File: src/rtl/dumper_pkg.sv
// Shared types and constants for the memory dumper: FSM encoding, word/byte
// geometry and the helper that selects a byte of a word MSB first.
package dumper_pkg;

   localparam int unsigned BYTES_PER_WORD = 4;
   localparam int unsigned BYTE_W         = 8;
   localparam int unsigned WORD_W         = 32;
   localparam int unsigned IDX_W          = 2;

   localparam logic [2:0] ST_IDLE    = 3'd0;
   localparam logic [2:0] ST_READ    = 3'd1;
   localparam logic [2:0] ST_SEND    = 3'd2;
   localparam logic [2:0] ST_TRAILER = 3'd3;
   localparam logic [2:0] ST_FIN     = 3'd4;

   typedef enum logic [2:0] {
      IDLE    = ST_IDLE,
      READ    = ST_READ,
      SEND    = ST_SEND,
      TRAILER = ST_TRAILER,
      FIN     = ST_FIN
   } state_e;

   // Index 0 selects bits [31:24]; ~idx equals (3 - idx) for a 2-bit index.
   function automatic logic [BYTE_W-1:0] word_byte(input logic [WORD_W-1:0] w,
                                                    input logic [IDX_W-1:0]  idx);
      logic [WORD_W-1:0] sh;
      sh = w >> {~idx, 3'b000};
      return BYTE_W'(sh);
   endfunction

endpackage

File: src/rtl/memory_dumper_if.sv
// Memory read port and UART byte port of the memory dumper, grouped as one bus.
interface memory_dumper_if;
   import dumper_pkg::*;

   logic [WORD_W-1:0] mem_out_addr;
   logic              mem_out_valid;
   logic [WORD_W-1:0] mem_out_data;
   logic              mem_out_ready;
   logic [BYTE_W-1:0] uart_in_data;
   logic              uart_in_valid;
   logic              uart_in_ready;

   modport master (
      output mem_out_addr, mem_out_valid, uart_in_data, uart_in_valid,
      input  mem_out_data, mem_out_ready, uart_in_ready
   );

   modport slave (
      input  mem_out_addr, mem_out_valid, uart_in_data, uart_in_valid,
      output mem_out_data, mem_out_ready, uart_in_ready
   );

endinterface

File: src/rtl/word_serializer.sv
// Sends a loaded 32-bit word as four bytes, MSB first, over a valid/ready
// handshake; used for both data words and the checksum trailer.
module word_serializer
   import dumper_pkg::*;
(
   input  logic              clk,
   input  logic              rst_n,
   input  logic              load_i,
   input  logic [WORD_W-1:0] word_i,
   output logic [BYTE_W-1:0] data_o,
   output logic              valid_o,
   input  logic              ready_i,
   output logic              word_done_c_o
);

   logic [WORD_W-1:0] word_q,  word_d;
   logic [IDX_W-1:0]  idx_q,   idx_d;
   logic              valid_q, valid_d;
   logic [BYTE_W-1:0] data_q,  data_d;
   logic              accept;
   logic              last_byte;

   always_comb begin
      word_d    = word_q;
      idx_d     = idx_q;
      valid_d   = valid_q;
      data_d    = data_q;
      accept    = valid_q && ready_i;
      last_byte = (idx_q == IDX_W'(BYTES_PER_WORD - 1));

      if (load_i) begin
         word_d  = word_i;
         idx_d   = '0;
         valid_d = 1'b1;
         data_d  = word_byte(word_i, IDX_W'(0));
      end else if (accept) begin
         if (last_byte) begin
            idx_d   = '0;
            valid_d = 1'b0;
         end else begin
            // Next byte is ready the cycle after acceptance: no bubble.
            idx_d  = idx_q + IDX_W'(1);
            data_d = word_byte(word_q, idx_q + IDX_W'(1));
         end
      end
   end

   always_ff @(posedge clk) begin
      if (!rst_n) begin
         word_q  <= '0;
         idx_q   <= '0;
         valid_q <= 1'b0;
         data_q  <= '0;
      end else begin
         word_q  <= word_d;
         idx_q   <= idx_d;
         valid_q <= valid_d;
         data_q  <= data_d;
      end
   end

   assign data_o        = data_q;
   assign valid_o       = valid_q;
   assign word_done_c_o = accept && last_byte;

endmodule

File: src/rtl/memory_dumper.sv
// Reads word_count words from memory starting at base_addr and streams them
// to a UART byte port MSB first, optionally followed by a 32-bit sum trailer.
module memory_dumper
   import dumper_pkg::*;
#(
   parameter int unsigned COUNT_W     = 16,
   parameter bit          CHECKSUM_EN = 1'b1
) (
   input  logic               clk,
   input  logic               reset,
   input  logic               start,
   input  logic [WORD_W-1:0]  base_addr,
   input  logic [COUNT_W-1:0] word_count,
   output logic               busy,
   output logic               done,
   memory_dumper_if.master    bus
);

   state_e             state_q,     state_d;
   logic [WORD_W-1:0]  addr_q,      addr_d;
   logic [COUNT_W-1:0] count_q,     count_d;
   logic [WORD_W-1:0]  csum_q,      csum_d;
   logic               mem_valid_q, mem_valid_d;
   logic               busy_q,      busy_d;
   logic               done_q,      done_d;

   logic               mem_accept;
   logic               ser_load;
   logic [WORD_W-1:0]  ser_word;
   logic [BYTE_W-1:0]  ser_data;
   logic               ser_valid;
   logic               ser_word_done;

   word_serializer u_ser (
      .clk           (clk),
      .rst_n         (reset),
      .load_i        (ser_load),
      .word_i        (ser_word),
      .data_o        (ser_data),
      .valid_o       (ser_valid),
      .ready_i       (bus.uart_in_ready),
      .word_done_c_o (ser_word_done)
   );

   // Next-state and registered-output logic.
   always_comb begin
      state_d     = state_q;
      addr_d      = addr_q;
      count_d     = count_q;
      csum_d      = csum_q;
      mem_valid_d = mem_valid_q;
      ser_load    = 1'b0;
      ser_word    = bus.mem_out_data;
      mem_accept  = mem_valid_q && bus.mem_out_ready;

      case (state_q)
         IDLE: begin
            if (start) begin
               addr_d  = base_addr;
               count_d = word_count;
               csum_d  = '0;
               if (word_count == '0) begin
                  if (CHECKSUM_EN) begin
                     state_d  = TRAILER;
                     ser_load = 1'b1;
                     ser_word = '0;
                  end else begin
                     state_d = FIN;
                  end
               end else begin
                  state_d     = READ;
                  mem_valid_d = 1'b1;
               end
            end
         end
         READ: begin
            if (mem_accept) begin
               csum_d      = csum_q + bus.mem_out_data;
               mem_valid_d = 1'b0;
               ser_load    = 1'b1;
               state_d     = SEND;
            end
         end
         SEND: begin
            if (ser_word_done) begin
               addr_d  = addr_q + WORD_W'(1);
               count_d = count_q - COUNT_W'(1);
               if (count_q != COUNT_W'(1)) begin
                  state_d     = READ;
                  mem_valid_d = 1'b1;
               end else if (CHECKSUM_EN) begin
                  state_d  = TRAILER;
                  ser_load = 1'b1;
                  ser_word = csum_q;
               end else begin
                  state_d = FIN;
               end
            end
         end
         TRAILER: begin
            if (ser_word_done) state_d = FIN;
         end
         FIN: begin
            state_d = IDLE;
         end
         default: begin
            state_d     = IDLE;
            mem_valid_d = 1'b0;
         end
      endcase

      busy_d = (state_d == READ) || (state_d == SEND) || (state_d == TRAILER);
      done_d = (state_d == FIN);
   end

   always_ff @(posedge clk) begin
      if (!reset) begin
         state_q     <= IDLE;
         addr_q      <= '0;
         count_q     <= '0;
         csum_q      <= '0;
         mem_valid_q <= 1'b0;
         busy_q      <= 1'b0;
         done_q      <= 1'b0;
      end else begin
         state_q     <= state_d;
         addr_q      <= addr_d;
         count_q     <= count_d;
         csum_q      <= csum_d;
         mem_valid_q <= mem_valid_d;
         busy_q      <= busy_d;
         done_q      <= done_d;
      end
   end

   assign busy              = busy_q;
   assign done              = done_q;
   assign bus.mem_out_addr  = addr_q;
   assign bus.mem_out_valid = mem_valid_q;
   assign bus.uart_in_data  = ser_data;
   assign bus.uart_in_valid = ser_valid;

endmodule

File: src/flat_wrapper.sv
// flat-port wrapper written by rule: the top's interface ports become plain ports
module memory_dumper_flat import dumper_pkg::*;
#(
   parameter int unsigned COUNT_W     = 16,
   parameter bit          CHECKSUM_EN = 1'b1
)
  (clk, reset, start, base_addr, word_count, busy, done, bus_mem_out_addr, bus_mem_out_valid, bus_uart_in_data, bus_uart_in_valid, bus_mem_out_data, bus_mem_out_ready, bus_uart_in_ready);
  memory_dumper_if bus_i ();
  input  logic clk;
  input  logic reset;
  input  logic start;
  input  logic [WORD_W-1:0] base_addr;
  input  logic [COUNT_W-1:0] word_count;
  output logic busy;
  output logic done;
  output wire logic [$bits(bus_i.mem_out_addr)-1:0] bus_mem_out_addr;
  output wire logic [$bits(bus_i.mem_out_valid)-1:0] bus_mem_out_valid;
  output wire logic [$bits(bus_i.uart_in_data)-1:0] bus_uart_in_data;
  output wire logic [$bits(bus_i.uart_in_valid)-1:0] bus_uart_in_valid;
  input wire logic [$bits(bus_i.mem_out_data)-1:0] bus_mem_out_data;
  input wire logic [$bits(bus_i.mem_out_ready)-1:0] bus_mem_out_ready;
  input wire logic [$bits(bus_i.uart_in_ready)-1:0] bus_uart_in_ready;
  assign bus_mem_out_addr = bus_i.mem_out_addr;
  assign bus_mem_out_valid = bus_i.mem_out_valid;
  assign bus_uart_in_data = bus_i.uart_in_data;
  assign bus_uart_in_valid = bus_i.uart_in_valid;
  assign bus_i.mem_out_data = bus_mem_out_data;
  assign bus_i.mem_out_ready = bus_mem_out_ready;
  assign bus_i.uart_in_ready = bus_uart_in_ready;
  memory_dumper #(.COUNT_W(COUNT_W), .CHECKSUM_EN(CHECKSUM_EN)) u_core (.clk(clk), .reset(reset), .start(start), .base_addr(base_addr), .word_count(word_count), .busy(busy), .done(done), .bus(bus_i));
endmodule
File: config.mk
export PLATFORM = sky130hd
export DESIGN_NAME = memory_dumper_flat
export DESIGN_NICKNAME = d
export VERILOG_FILES = /design/src/rtl/dumper_pkg.sv /design/src/rtl/memory_dumper_if.sv /design/src/rtl/word_serializer.sv /design/src/rtl/memory_dumper.sv /design/src/flat_wrapper.sv
export SDC_FILE = /design/constraint.sdc
export NUM_CORES = 1
export LEC_CHECK = 0
export CORE_MARGIN = 10
export CORE_UTILIZATION = 50
export DETAILED_ROUTE_END_ITERATION = 8
export GPL_ROUTABILITY_DRIVEN = 0
export GPL_TIMING_DRIVEN = 0
export PLACE_DENSITY = 0.8
export RECOVER_POWER = 100
export SLEW_MARGIN = 25
export SYNTH_ARGS = -nofsm -noshare
export SYNTH_HDL_FRONTEND = slang
export SYNTH_SLANG_ARGS = --single-unit
export TNS_END_PERCENT = 30
File: constraint.sdc
create_clock -name clk -period 2.5 [get_ports clk]
set_input_delay 0.5 -clock clk [delete_from_list [all_inputs] [get_ports clk]]
set_output_delay 0.5 -clock clk [all_outputs]
set_load 0.02 [all_outputs]
* Word level (Yosys, flattened, before mapping)
Cells that the tools add are included.
** Storage, ports and cells
- Flip-flop bits (word level) :: 129
- Input port bits :: 85
- Output and inout bits :: 44
- Word-level logic and storage cells :: 93
** Operators by class
- $add $sub $neg :: 4
- Equal/unequal tests :: 16
- Shift operators :: 1
- Muxes and demuxes :: 40
- Bitwise operators :: 3
- Reductions and logical operators :: 18
** Operators by type and width (number)
- $mux 32 :: 8
- $pmux 32 s2 :: 3
- $add 32x1->32 const B :: 1
- $add 32x32->32 :: 1
- $mux 16 :: 2
- $pmux 16 s2 :: 1
- $shr 32x5->8 :: 1
- $mux 8 :: 3
- $logic_not 16->1 :: 1
- $ne 16x1->1 const B :: 1
- $sub 16x1->16 const B :: 1
- $mux 1 :: 13
- $eq 3x2->1 const B :: 4
- $mux 3 :: 4
- $pmux 3 s4 :: 1
- $ne 2x1->1 const B :: 4
- $reduce_bool 2->1 :: 4
- $eq 3x1->1 const B :: 2
- $eq 3x3->1 const B :: 2
- $mux 2 :: 3
- $reduce_and 3->1 :: 2
- $reduce_and 6->1 :: 1
- $ne 2x2->1 const B :: 2
- $pmux 1 s4 :: 1
- other kinds (10) :: 16

* Longest topological paths before layout
Gate-level depths: netlist of the first run.
- Depth after elaboration :: 7
- Depth in mapped cells :: 12
- Gate-level depth less buffers :: 11

* Hierarchy
A second synthesis of the first run with hierarchy kept.
** Second synthesis, totals
- Cells, all modules :: 1117
- Area, all modules :: 8495.6 µm²
** By module, submodules not included
- memory_dumper :: times used 1, cells each 922, area an instance 6503.7 µm², seq. area each 1721.7 µm²
- word_serializer :: times used 1, cells each 195, area an instance 1991.9 µm², seq. area each 860.8 µm²

* Worst setup path after synthesis of the first run
OpenSTA, ideal clock, no wires.
- Kind :: in2reg
- Start point :: input bus_mem_out_data[10]
- End point :: register u_core.csum_q[31]
- Library setup time :: 0.075 ns
- Arrival time :: 2.513 ns
- Data required time :: 2.425 ns
- Slack :: -0.088 ns
- Stages on the path :: 9
- Buffers on the path :: 0
- Cells stage by stage :: ha_1 -> and3_4 -> and2_4 -> a2111oi_4 -> nand3_2 -> nand3_2 -> a21oi_1 -> or4b_1 -> a22oi_2
** Between the ends
- Cells in the longest elaborated chain, start to end :: 3
** Ends and longest elaborated chain
- from (decl) :: RTL line flat_wrapper.sv:20 : input wire logic [$bits(bus_i.mem_out_data)-1:0] bus_mem_out_data;
- $add 32x32->32 :: RTL line memory_dumper.sv:78 : csum_d = csum_q + bus.mem_out_data;
- $mux 32 :: RTL line memory_dumper.sv:77 : if (mem_accept) begin
- $pmux 32 s2 :: RTL line memory_dumper.sv:56 : case (state_q)
- to (signal assigned) :: RTL line memory_dumper.sv:129 : csum_q <= csum_d;
- to (decl) :: RTL line memory_dumper.sv:22 : logic [WORD_W-1:0] csum_q, csum_d;
Every way passes these cells. The select of a mux whose other input is x is not followed.
A chain may end at the register's enable or synchronous reset.

* Final worst setup path of the first run
- Start point :: input bus_mem_out_ready
- End point :: register u_core.u_ser.data_q[1] (netlist: u_core.u_ser.data_o[1])
** Between the ends
- Cells in the longest elaborated chain, start to end :: 5
** Ends and longest elaborated chain
- from (decl) :: RTL line flat_wrapper.sv:21 : input wire logic [$bits(bus_i.mem_out_ready)-1:0] bus_mem_out_ready;
- $logic_and 1x1->1 * :: RTL line memory_dumper.sv:54 : mem_accept = mem_valid_q && bus.mem_out_ready;
- $mux 1 * :: RTL line memory_dumper.sv:77
- $pmux 1 s3 * :: RTL line memory_dumper.sv:56
- $ne 2x1->1 (no line) / $reduce_bool 2->1 (equally long branches)
- $reduce_and 2->1 (no line)
- to (signal assigned) :: RTL line word_serializer.sv:58 : data_q <= data_d;
- to (decl) :: RTL line word_serializer.sv:19 : logic [BYTE_W-1:0] data_q, data_d;
Mark *: on every way between the ends. The rest lies on a longest branch, timed or not.

==> impl_metrics.csv, run 1 <==
group,metric,value,unit
status,outcome,"finished, violations left",
status,violations,"negative setup slack",
placement,pre_cts_ws,-1020,ps
die,die_h,150,um
pwr,switching_share,0.290,
pwr,p_per_area,542,mW/mm^2
route,wl_per_cell,19.9,um
critical_path,path_delay_family,"buffers and inverters",
sta,setup_violations,1,
die,rows,47,
yosys,synth_compound_area_frac,0.270,
clock_network,ctsLongestPathBuffers,2,
yosys,synth_top_area_cell,"dfxtp_1",
pwr,p_leak,4.42,nW
clock_network,clk-insertion-delay-late,430,ps
critical_path,critPathArrivalTime,2850,ps
yosys,ys.flop_type,"dfxtp_1",
die,dieArea,0.0224,mm^2
sta,final-max-slew-violation-count,0,
die,ioPinCount,129,
yosys,synth.distinct_cells,72,
min_path,min_to,"u_core.u_ser.word_q[0]$_SDFFE_PN0P_",
yosys,synthArstFlopShare,0,
pwr,power.share.clock,0.435,
critical_path,cp_max_fo,10,
yosys,yosys.area_share.simple,0.267,
yosys,synth.area.top_cells,"dfxtp_1 (31%), nand2_1 (6.1%), o21ai_0 (5.6%)",
pwr,seqPwrFrac,0.377,
sta,slew_headroom,0.453,
finish,fin_cells,1504,
critical_path,path_buf_inv,4,
sta,timing.final.crit_share,1.00,
sta,max_clock_freq,400,MHz
clock_network,clkSlewWorstSetupHoldPaths,60,ps
clock_network,clockRootBuffer,"clkbuf_16",
yosys,synth_xor_area_frac,0.0250,
global_route,grtUsageTotal,0.254,
yosys,netlist_instances,1114,
finish,area_delta_synth_final,33.5,%
sta,timing_worst_slew_pin_value,820,ps
yosys,synth_common_cells,"nand2_1 (137), dfxtp_1 (129), nor2_1 (119)",
clock_network,cts_buffers,17,
global_route,grt-ovfl-total,0,
pwr,ir_drop,0.000516,V
finish,drive_above_1_share,0.150,
min_path,worstHoldStart,"bus_mem_out_data[0]",
critical_path,startpoint_type,"input port",
yosys,syn_avg_cell_area,7.54,um^2
sta,rsz0062_at_grt,"true",
global_route,antenna_found_initial,1,
critical_path,crit_type,"input port to register",
pwr,p_int,4.32,mW
yosys,synth_nets,1235,
sta,fin_ws,-1.79,ps
sta,min_period,2500,ps
placement,dpl.cell_count,1462,
finish,finalNetCount,1392,
yosys,synth_fa_ha_area_frac,0.0545,
finish,final_core_util,0.679,
sta,hold_viol,0,
pwr,power_frac_comb,0.188,
route,dr.pass1.iters,7,
min_path,worstHoldPathCells,3,
critical_path,slowest_stage,"clkdlybuf4s50_1",
clock_network,clock-sinks,129,
global_route,grt_pass1_wl,45900,um
route,dr_total_vias,9310,
yosys,ys_warn_count,0,
critical_path,worst_ep_required_time,2850,ps
flow_run,max_cap_viol_count,0,
yosys,synth_mux_area_frac,0.0250,
route,drtIter0Drc,1056,
route,ant_nets,0,
min_path,hp-class,"input port to register",
critical_path,endpoint_kind,"register",
placement,numPortBuffers,128,
route,drt-total-wl,29900,um
clock_network,tritoncts,"built",
critical_path,reg2reg_depth,9,
yosys,netlist_area,0.00840,mm^2
global_route,first_global_vias,8634,
sta,finalClockSkew,9.40,ps
yosys,synth_top_family_by_area,"compound AO/OA/AOI/OAI gates",
critical_path,timing.rr.start,"u_core.csum_q[10]$_SDFFE_PN0P_",
die,initial_core_util,0.509,
critical_path,reg2reg_slack,-2,ps
route,drcViolationCount,0,
yosys,ys_ff_latch,129,
route,via_per_inst,6.19,
clock_network,htree_levels,4,
critical_path,r2r-end,"u_core.csum_q[31]$_SDFFE_PN0P_",
critical_path,slowest_delay,450,ps
critical_path,crit_chain,"clkdlybuf4s50_1 -> and3b_1 -> nand2_1 -> clkbuf_1 -> o21ai_2 -> or2_1 -> buf_6 -> buf_4 -> o211ai_1 -> nand2_1 -> a31oi_1",
placement,dp_hpwl,21400,um
yosys,yosysMostFrequentCell,"nand2_1",
pwr,switching_power,1.76,mW
critical_path,path_common_cell,"nand2_1",
yosys,synth-edff-count,0,
yosys,synth_top_area_frac,0.307,
finish,n_antenna_cell,0,
die,die_w,150,um
die,core,0.0165,mm^2
global_route,grt_max_degree,17,
yosys,synth-seq-area-share,0.307,
-- metal layers --
metal	vias up	routed length, um	share of wire	global-route usage
met2	566	13500	0.45	0.411
met1	4282	12300	0.41	0.317
li1	4353	-	-	-
met4	2	1300	0.043	0.119
met3	107	2860	0.095	0.0534
met5	-	17	0.00057	0
-- sequential cells by signal, indices dropped and copies added, names as in the netlist --
register and count:
u_core.bus.mem_out_addr 32, u_core.csum_q 32, u_core.u_ser.word_q 32, u_core.count_q 16, u_core.u_ser.data_o 8, u_core.state_q 3
u_core.u_ser.idx_q 2, u_core.bus.mem_out_valid 1, u_core.busy 1, u_core.done 1, u_core.u_ser.valid_o 1
-- kinds of logic (layout without fill, tap and decap cells) --
logic type	after synthesis	after routing
buffers and inverters	104	274
multiplexers	11	11
adder cells (fa/ha/maj)	36	36
AND/OR/NAND/NOR	463	463
flip-flops	129	129
AO/OA/AOI/OAI	347	347
XOR/XNOR	24	24
-- through the flow --
step / hold WS (ps) / TNS [ps] / cell area [um^2] / power [mW]
final: 453 / -1.79 / 11200 / 6.08
after global routing: 472 / -976 / 11200 / 6.26
after CTS: 473 / -63.5 / 10900 / 6.02
after detailed placement: 463 / -56120 / 10000 / 3.39
after global placement: 449 / -50710 / 9990 / 3.37
after floorplan: 435 / -25.3 / 8430 / 2.93
-- area by class of cell --
type	instances	area, um^2
fill	1298	5310
multi-input combinational	881	5890
timing repair buffer	145	1410
tap	220	275
inverter	33	124
clock buffer	20	467
buffer	64	305
clock inverter	12	158
sequential	129	2590
-- timing repair --
action | 4_1_cts | 5_1_grt
setup buffers | 7 | 10
pin swaps | 16 | 25
endpoints found under the hold margin | 0 | 0
hold buffers | 0 | 0
resized for setup | 67 | 73
endpoints found under the setup margin | 90 | 108
-- cell usage in the layout, fill, tap and decap left out, types with 18 or more instances in the layout --
cell type	n
nor2b_1	18
o21ai_0	85
dfxtp_1	123
a21o_1	19
clkbuf_1	36
clkdlybuf4s50_1	66
a21oi_1	75
nand2_1	137
nor2_1	117
and2_1	20
dlygate4sd3_1	45
nor3_1	29
a31oi_1	23
nand3_1	39
o211ai_1	19
buf_4	21
inv_1	31
-- power by group through the flow --
stage	clock network, mW	logic, mW	registers, mW
4_1_cts	2.64	1.10	2.28
3_5_place_dp	0	1.07	2.32
5_1_grt	2.73	1.23	2.30
6_report	2.65	1.15	2.29
2_1_floorplan	0	0.574	2.35
3_3_place_gp	0	1.05	2.32
-- worst register-to-register path, cell delays in order, from the launching register on --
cell and delay, ps:
dfxtp_2 350, ha_4 270, a211oi_1 250, nor2_1 150
a2111oi_4 390, nand3_2 140, nand3_2 120, a21oi_1 90
or4b_1 510, a22oi_2 170
-- worst max path at each step --
| stage | startpoint | to | slack (ps) | cells past startpoint |
|---|---|---|---|---|
| after floorplan | bus_mem_out_data[0] | u_core.csum_q[20]$_SDFFE_PN0P_ | -10 | 11 |
| after global placement | bus_mem_out_data[0] | u_core.csum_q[24]$_SDFFE_PN0P_ | -990 | 12 |
| after detailed placement | bus_mem_out_data[0] | u_core.csum_q[24]$_SDFFE_PN0P_ | -1020 | 12 |
| after CTS | u_core.csum_q[0]$_SDFFE_PN0P_ | u_core.csum_q[24]$_SDFFE_PN0P_ | -50 | 11 |
| after global routing | u_core.csum_q[0]$_SDFFE_PN0P_ | u_core.csum_q[24]$_SDFFE_PN0P_ | -110 | 11 |
| final | bus_mem_out_ready | u_core.u_ser.data_o[1]$_SDFFE_PN0P_ | -2 | 11 |
Power figures use the tool's default switching activity.
==> inputs of run 2 (changes only) <==
--- a/config.mk
+++ b/config.mk
@@ -12,7 +12,6 @@
 export GPL_TIMING_DRIVEN = 0
 export PLACE_DENSITY = 0.8
 export RECOVER_POWER = 100
-export SLEW_MARGIN = 25
 export SYNTH_ARGS = -nofsm -noshare
 export SYNTH_HDL_FRONTEND = slang
 export SYNTH_SLANG_ARGS = --single-unit
==> run 2 against run 1 <==
  * Sequential cell count unchanged
  * Clock skew down 1.5 ps
  * Critical endpoint is now u_core.csum_q[30]$_SDFFE_PN0P_
  * Sequential power about the same
  * Critical path depth fell by 2
  * The flow still finishes with violations (negative setup slack)
  * Hold slack better by 13 ps
  * Design area fell by 0.56%
  * Register-to-register slack worse by 40 ps
==> impl_metrics.csv, run 2 (synthesis gave the netlist of run 1 again) <==
group,metric,value,unit
die,ioPinCount,129,
placement,placed_cell_area,0.00999,mm^2
finish,final_cell_mix,"nand2_1 (137), dfxtp_1 (118), nor2_1 (115), o21ai_0 (86), a21oi_1 (76)",
sta,final-max-slew-violation-count,0,
global_route,antenna_found_initial,2,
finish,drive_above_1_share,0.150,
finish,area_delta_synth_final,32.7,%
sta,setup_violations,3,
clock_network,tritoncts,"built",
clock_network,clk-insertion-delay-late,430,ps
die,die_w,150,um
finish,final_area,0.0112,mm^2
sta,timing.final.crit_share,1.03,
route,ant_nets,0,
critical_path,path_buf_inv,2,
pwr,p_int,4.28,mW
sta,hold_viol,0,
placement,numPortBuffers,128,
clock_network,clkSlewWorstSetupHoldPaths,60,ps
die,rows,47,
die,die_h,150,um
route,drt-total-wl,30000,um
critical_path,crit_chain,"clkdlybuf4s50_1 -> ha_1 -> clkbuf_1 -> nand4_1 -> nor4_1 -> a21oi_2 -> o21ai_1 -> mux2i_1 -> nand2_1",
finish,finalNetCount,1393,
global_route,grt_max_degree,17,
clock_network,clockRootBuffer,"clkbuf_16",
critical_path,critPathArrivalTime,2890,ps
clock_network,clock-sinks,129,
pwr,seqPwrFrac,0.384,
sta,slew_headroom,0.446,
sta,timing_worst_slew_pin_value,831,ps
placement,pre_cts_ws,-1030,ps
sta,fin_ws,-70.6,ps
pwr,ir_drop,0.000452,V
critical_path,cp_max_fo,7,
status,violations,"negative setup slack",
die,core,0.0165,mm^2
global_route,first_global_vias,8667,
sta,rsz0062_at_grt,"true",
route,drtIter0Drc,901,
clock_network,cts_buffers,17,
critical_path,slowest_delay,480,ps
global_route,grt_pass1_wl,45700,um
critical_path,startpoint_type,"input port",
route,wl_per_cell,19.9,um
clock_network,holdBufCountCts,0,
route,drcViolationCount,0,
placement,dp_hpwl,21400,um
min_path,hp-class,"input port to register",
route,via_per_inst,6.22,
finish,n_antenna_cell,0,
finish,mostFrequentLayoutCell,"nand2_1",
clock_network,htree_levels,4,
critical_path,worst_ep_required_time,2820,ps
die,initial_core_util,0.509,
placement,dpl.cell_count,1462,
status,outcome,"finished, violations left",
route,dr_total_vias,9356,
critical_path,crit_type,"input port to register",
pwr,switching_power,1.69,mW
critical_path,path_delay_family,"buffers and inverters",
sta,min_period,2570,ps
global_route,grt-ovfl-total,0,
route,dr.pass1.iters,5,
pwr,switching_share,0.283,
pwr,p_leak,4.40,nW
sta,finalClockSkew,7.92,ps
critical_path,slowest_stage,"clkdlybuf4s50_1",
critical_path,endpoint_kind,"register",
global_route,grtUsageTotal,0.254,
clock_network,ctsLongestPathBuffers,2,
pwr,power.share.clock,0.424,
pwr,power_frac_comb,0.192,
die,dieArea,0.0224,mm^2
flow_run,max_cap_viol_count,0,
finish,fin_cells,1504,
pwr,p_per_area,534,mW/mm^2
sta,max_clock_freq,389,MHz
run 2: final timing paths:
path                                     endpoint                          startpoint  depth (start not counted)  slack (ps)
max                u_core.csum_q[30]$_SDFFE_PN0P_                bus_mem_out_data[19]                          9         -70
min          u_core.u_ser.word_q[22]$_SDFFE_PN0P_                bus_mem_out_data[22]                          3         470
max reg2reg        u_core.csum_q[18]$_SDFFE_PN0P_       u_core.csum_q[1]$_SDFFE_PN0P_                         10         -40
min reg2reg    u_core.u_ser.idx_q[1]$_SDFFE_PP0P_  u_core.u_ser.idx_q[1]$_SDFFE_PP0P_                          2         470
run 2: per-layer routing:
layer  GRT usage  up-vias  share of wire
li1            -     4363              -
met1       0.313     4335           0.40
met2       0.414      566           0.46
met3      0.0522       88          0.095
met4       0.126        4          0.044
met5           0        -         0.0010
run 2: layout make-up:
cell class / instances / area [um^2]
fill: 1336 / 5370
sequential: 129 / 2600
buffer: 64 / 307
tap: 220 / 275
multi-input combinational: 881 / 5840
inverter: 33 / 124
clock inverter: 6 / 105
clock buffer: 25 / 475
timing repair buffer: 146 / 1430
run 2: power groups by stage:
stage | Sequential [mW] | Clock, mW | Combinational [mW]
finish | 2.29 | 2.53 | 1.14
global route | 2.30 | 2.61 | 1.24
CTS | 2.28 | 2.52 | 1.10
detailed placement | 2.32 | 0 | 1.07
global placement | 2.32 | 0 | 1.05
floorplan | 2.35 | 0 | 0.574
run 2: what timing repair did:
| action | 4_1_cts | 5_1_grt |
|---|---|---|
| gates resized for setup | 66 | 82 |
| setup buffers | 6 | 12 |
| setup endpoints to repair | 87 | 98 |
| pin swaps | 11 | 28 |
run 2: worst register-to-register path, stage by stage (launching register included):
cell and delay (ps):
dfxtp_1 390, inv_1 100, fa_2 370, nand2b_4 170
a21oi_4 180, nor3_2 90, o21ai_1 270, a21oi_1 170
o31ai_1 420, xnor2_1 160, o21ai_0 80
run 2: through the flow:
stage          power, mW  setup TNS [ps]  hold slack (ps)  utilization
2_1_floorplan       2.93           -25.3              435            -
3_3_place_gp        3.37          -50710              449        0.605
3_5_place_dp        3.39          -55190              463        0.605
4_1_cts             5.90            -124              472        0.656
5_1_grt             6.15           -3010              489        0.675
6_report            5.96            -111              466        0.675
==> inputs of run 3 (changes only) <==
--- a/config.mk
+++ b/config.mk
@@ -6,11 +6,11 @@
 export NUM_CORES = 1
 export LEC_CHECK = 0
 export CORE_MARGIN = 10
-export CORE_UTILIZATION = 50
+export CORE_UTILIZATION = 30
 export DETAILED_ROUTE_END_ITERATION = 8
 export GPL_ROUTABILITY_DRIVEN = 0
 export GPL_TIMING_DRIVEN = 0
-export PLACE_DENSITY = 0.8
+export PLACE_DENSITY = 0.53
 export RECOVER_POWER = 100
 export SYNTH_ARGS = -nofsm -noshare
 export SYNTH_HDL_FRONTEND = slang
==> run 3 against run 2 <==
  * The flow still finishes with violations (negative setup slack)
  * Final cell count rose by 11%
  * Hold slack worse by 0.81 ps
  * Design area increased by 2.4%
  * Critical endpoint is now u_core.csum_q[29]$_SDFFE_PN0P_
  * Largest cell class unchanged
  * Largest power group unchanged
==> impl_metrics.csv, run 3 (synthesis gave the netlist of run 1 again) <==
group,metric,value,unit
critical_path,endpoint_kind,"register",
sta,max_clock_freq,388,MHz
global_route,grt-ovfl-total,0,
placement,dp_hpwl,24300,um
pwr,p_leak,4.44,nW
route,met2_wirelength,15100,um
finish,finalNetCount,1396,
sta,final-max-slew-violation-count,0,
sta,min_period,2570,ps
critical_path,worst_ep_required_time,2790,ps
clock_network,htree_levels,4,
route,met3_length,1930,um
finish,mostFrequentLayoutCell,"nand2_1",
die,initial_core_util,0.303,
finish,drive_above_1_share,0.151,
die,dieArea,0.0351,mm^2
die,die_w,187,um
route,drcViolationCount,0,
global_route,grtUsageTotal,0.177,
finish,area_delta_synth_final,35.9,%
finish,final_cell_mix,"nand2_1 (137), dfxtp_1 (122), nor2_1 (117), o21ai_0 (87), a21oi_1 (77)",
placement,dpl.cell_count,1620,
status,outcome,"finished, violations left",
clock_network,clock-sinks,129,
critical_path,cp_max_fo,5,
placement,pre_cts_ws,-1080,ps
route,dr.pass1.iters,5,
die,core,0.0277,mm^2
sta,timing.final.crit_share,1.03,
die,die_h,187,um
critical_path,critPathArrivalTime,2860,ps
pwr,p_per_area,528,mW/mm^2
route,dr.max_layer_used,"met4",
route,via_per_inst,5.37,
die,rows,61,
route,drt-met1-wl,15000,um
status,violations,"negative setup slack",
clock_network,clk-insertion-delay-late,420,ps
clock_network,tritoncts,"built",
critical_path,crit_type,"input port to register",
finish,fin_cells,1666,
route,ant_nets,0,
flow_run,max_cap_viol_count,0,
clock_network,holdBufCountCts,0,
route,dr_total_vias,8949,
sta,timing_worst_slew_pin_value,875,ps
route,wl_per_cell,19.6,um
clock_network,cts_buffers,17,
min_path,hp-class,"register to register",
critical_path,startpoint_type,"input port",
global_route,first_global_vias,8588,
sta,fin_ws,-74.3,ps
die,ioPinCount,129,
route,drtIter0Drc,647,
global_route,antenna_found_initial,1,
global_route,grt_max_degree,17,
sta,hold_viol,0,
sta,setup_violations,3,
sta,rsz0062_at_grt,"true",
placement,numPortBuffers,128,
sta,slew_headroom,0.412,
sta,finalClockSkew,10.2,ps
clock_network,clockRootBuffer,"clkbuf_16",
clock_network,ctsLongestPathBuffers,2,
pwr,ir_drop,0.000530,V
global_route,grt_pass1_wl,49500,um
pwr,finalPower,6.03,mW
clock_network,clkSlewWorstSetupHoldPaths,60,ps
route,drt-total-wl,32600,um
-- run 3: area by class of cell --
type / instances / area [um^2]
Fill cell: 2841 / 16300
Multi-Input combinational cell: 881 / 5870
Sequential cell: 129 / 2590
Timing Repair Buffer: 148 / 1430
Clock buffer: 26 / 499
Tap cell: 378 / 473
Buffer: 65 / 330
Inverter: 33 / 124
Clock inverter: 5 / 100
Antenna cell: 1 / 2.50
-- run 3: routing by layer --
layer,vias to the layer above,GRT usage
li1,4373,-
met4,0,0.0514
met1,4235,0.234
met2,310,0.290
met3,31,0.0306
met5,-,0
-- run 3: final timing paths --
| check | start | to | slack (ps) | cells past startpoint |
|---|---|---|---|---|
| hold reg to reg | u_core.u_ser.idx_q[1]$_SDFFE_PP0P_ | u_core.u_ser.idx_q[1]$_SDFFE_PP0P_ | 470 | 2 |
| setup / recovery | bus_mem_out_data[13] | u_core.csum_q[29]$_SDFFE_PN0P_ | -70 | 10 |
| hold / removal | u_core.u_ser.idx_q[1]$_SDFFE_PP0P_ | u_core.u_ser.idx_q[1]$_SDFFE_PP0P_ | 470 | 2 |
| setup reg to reg | u_core.csum_q[10]$_SDFFE_PN0P_ | u_core.csum_q[29]$_SDFFE_PN0P_ | -10 | 10 |
-- run 3: stage by stage --
step / util / area, um^2 / hold WS, ps / setup TNS [ps]
after floorplan: - / 8430 / 435 / -25.3
after global placement: 0.368 / 10200 / 454 / -61550
after detailed placement: 0.368 / 10200 / 460 / -61190
after CTS: 0.403 / 11200 / 467 / -173
after global routing: 0.412 / 11400 / 487 / -2770
final: 0.412 / 11400 / 465 / -111
-- run 3: repair_timing --
action	4_1_cts	5_1_grt
buffers inserted	11	9
setup endpoints to repair	103	106
pin swaps	21	17
resized for setup	80	82
-- run 3: power breakdown --
group          internal, mW  leakage, nW  switching [mW]  total [mW]
logic                 0.495         3.09           0.656        1.15
registers              2.17         1.05           0.123        2.29
clock network          1.67        0.294           0.926        2.59
-- run 3: worst max-delay path, cell delays in order --
cell and delay, ps:
clkdlybuf4s50_1 460, ha_2 230, a21o_1 220, a2111oi_4 420, clkbuf_4 230, a21o_2 120, a21oi_1 80, a211oi_2 330
xor2_1 160, o21ai_0 90
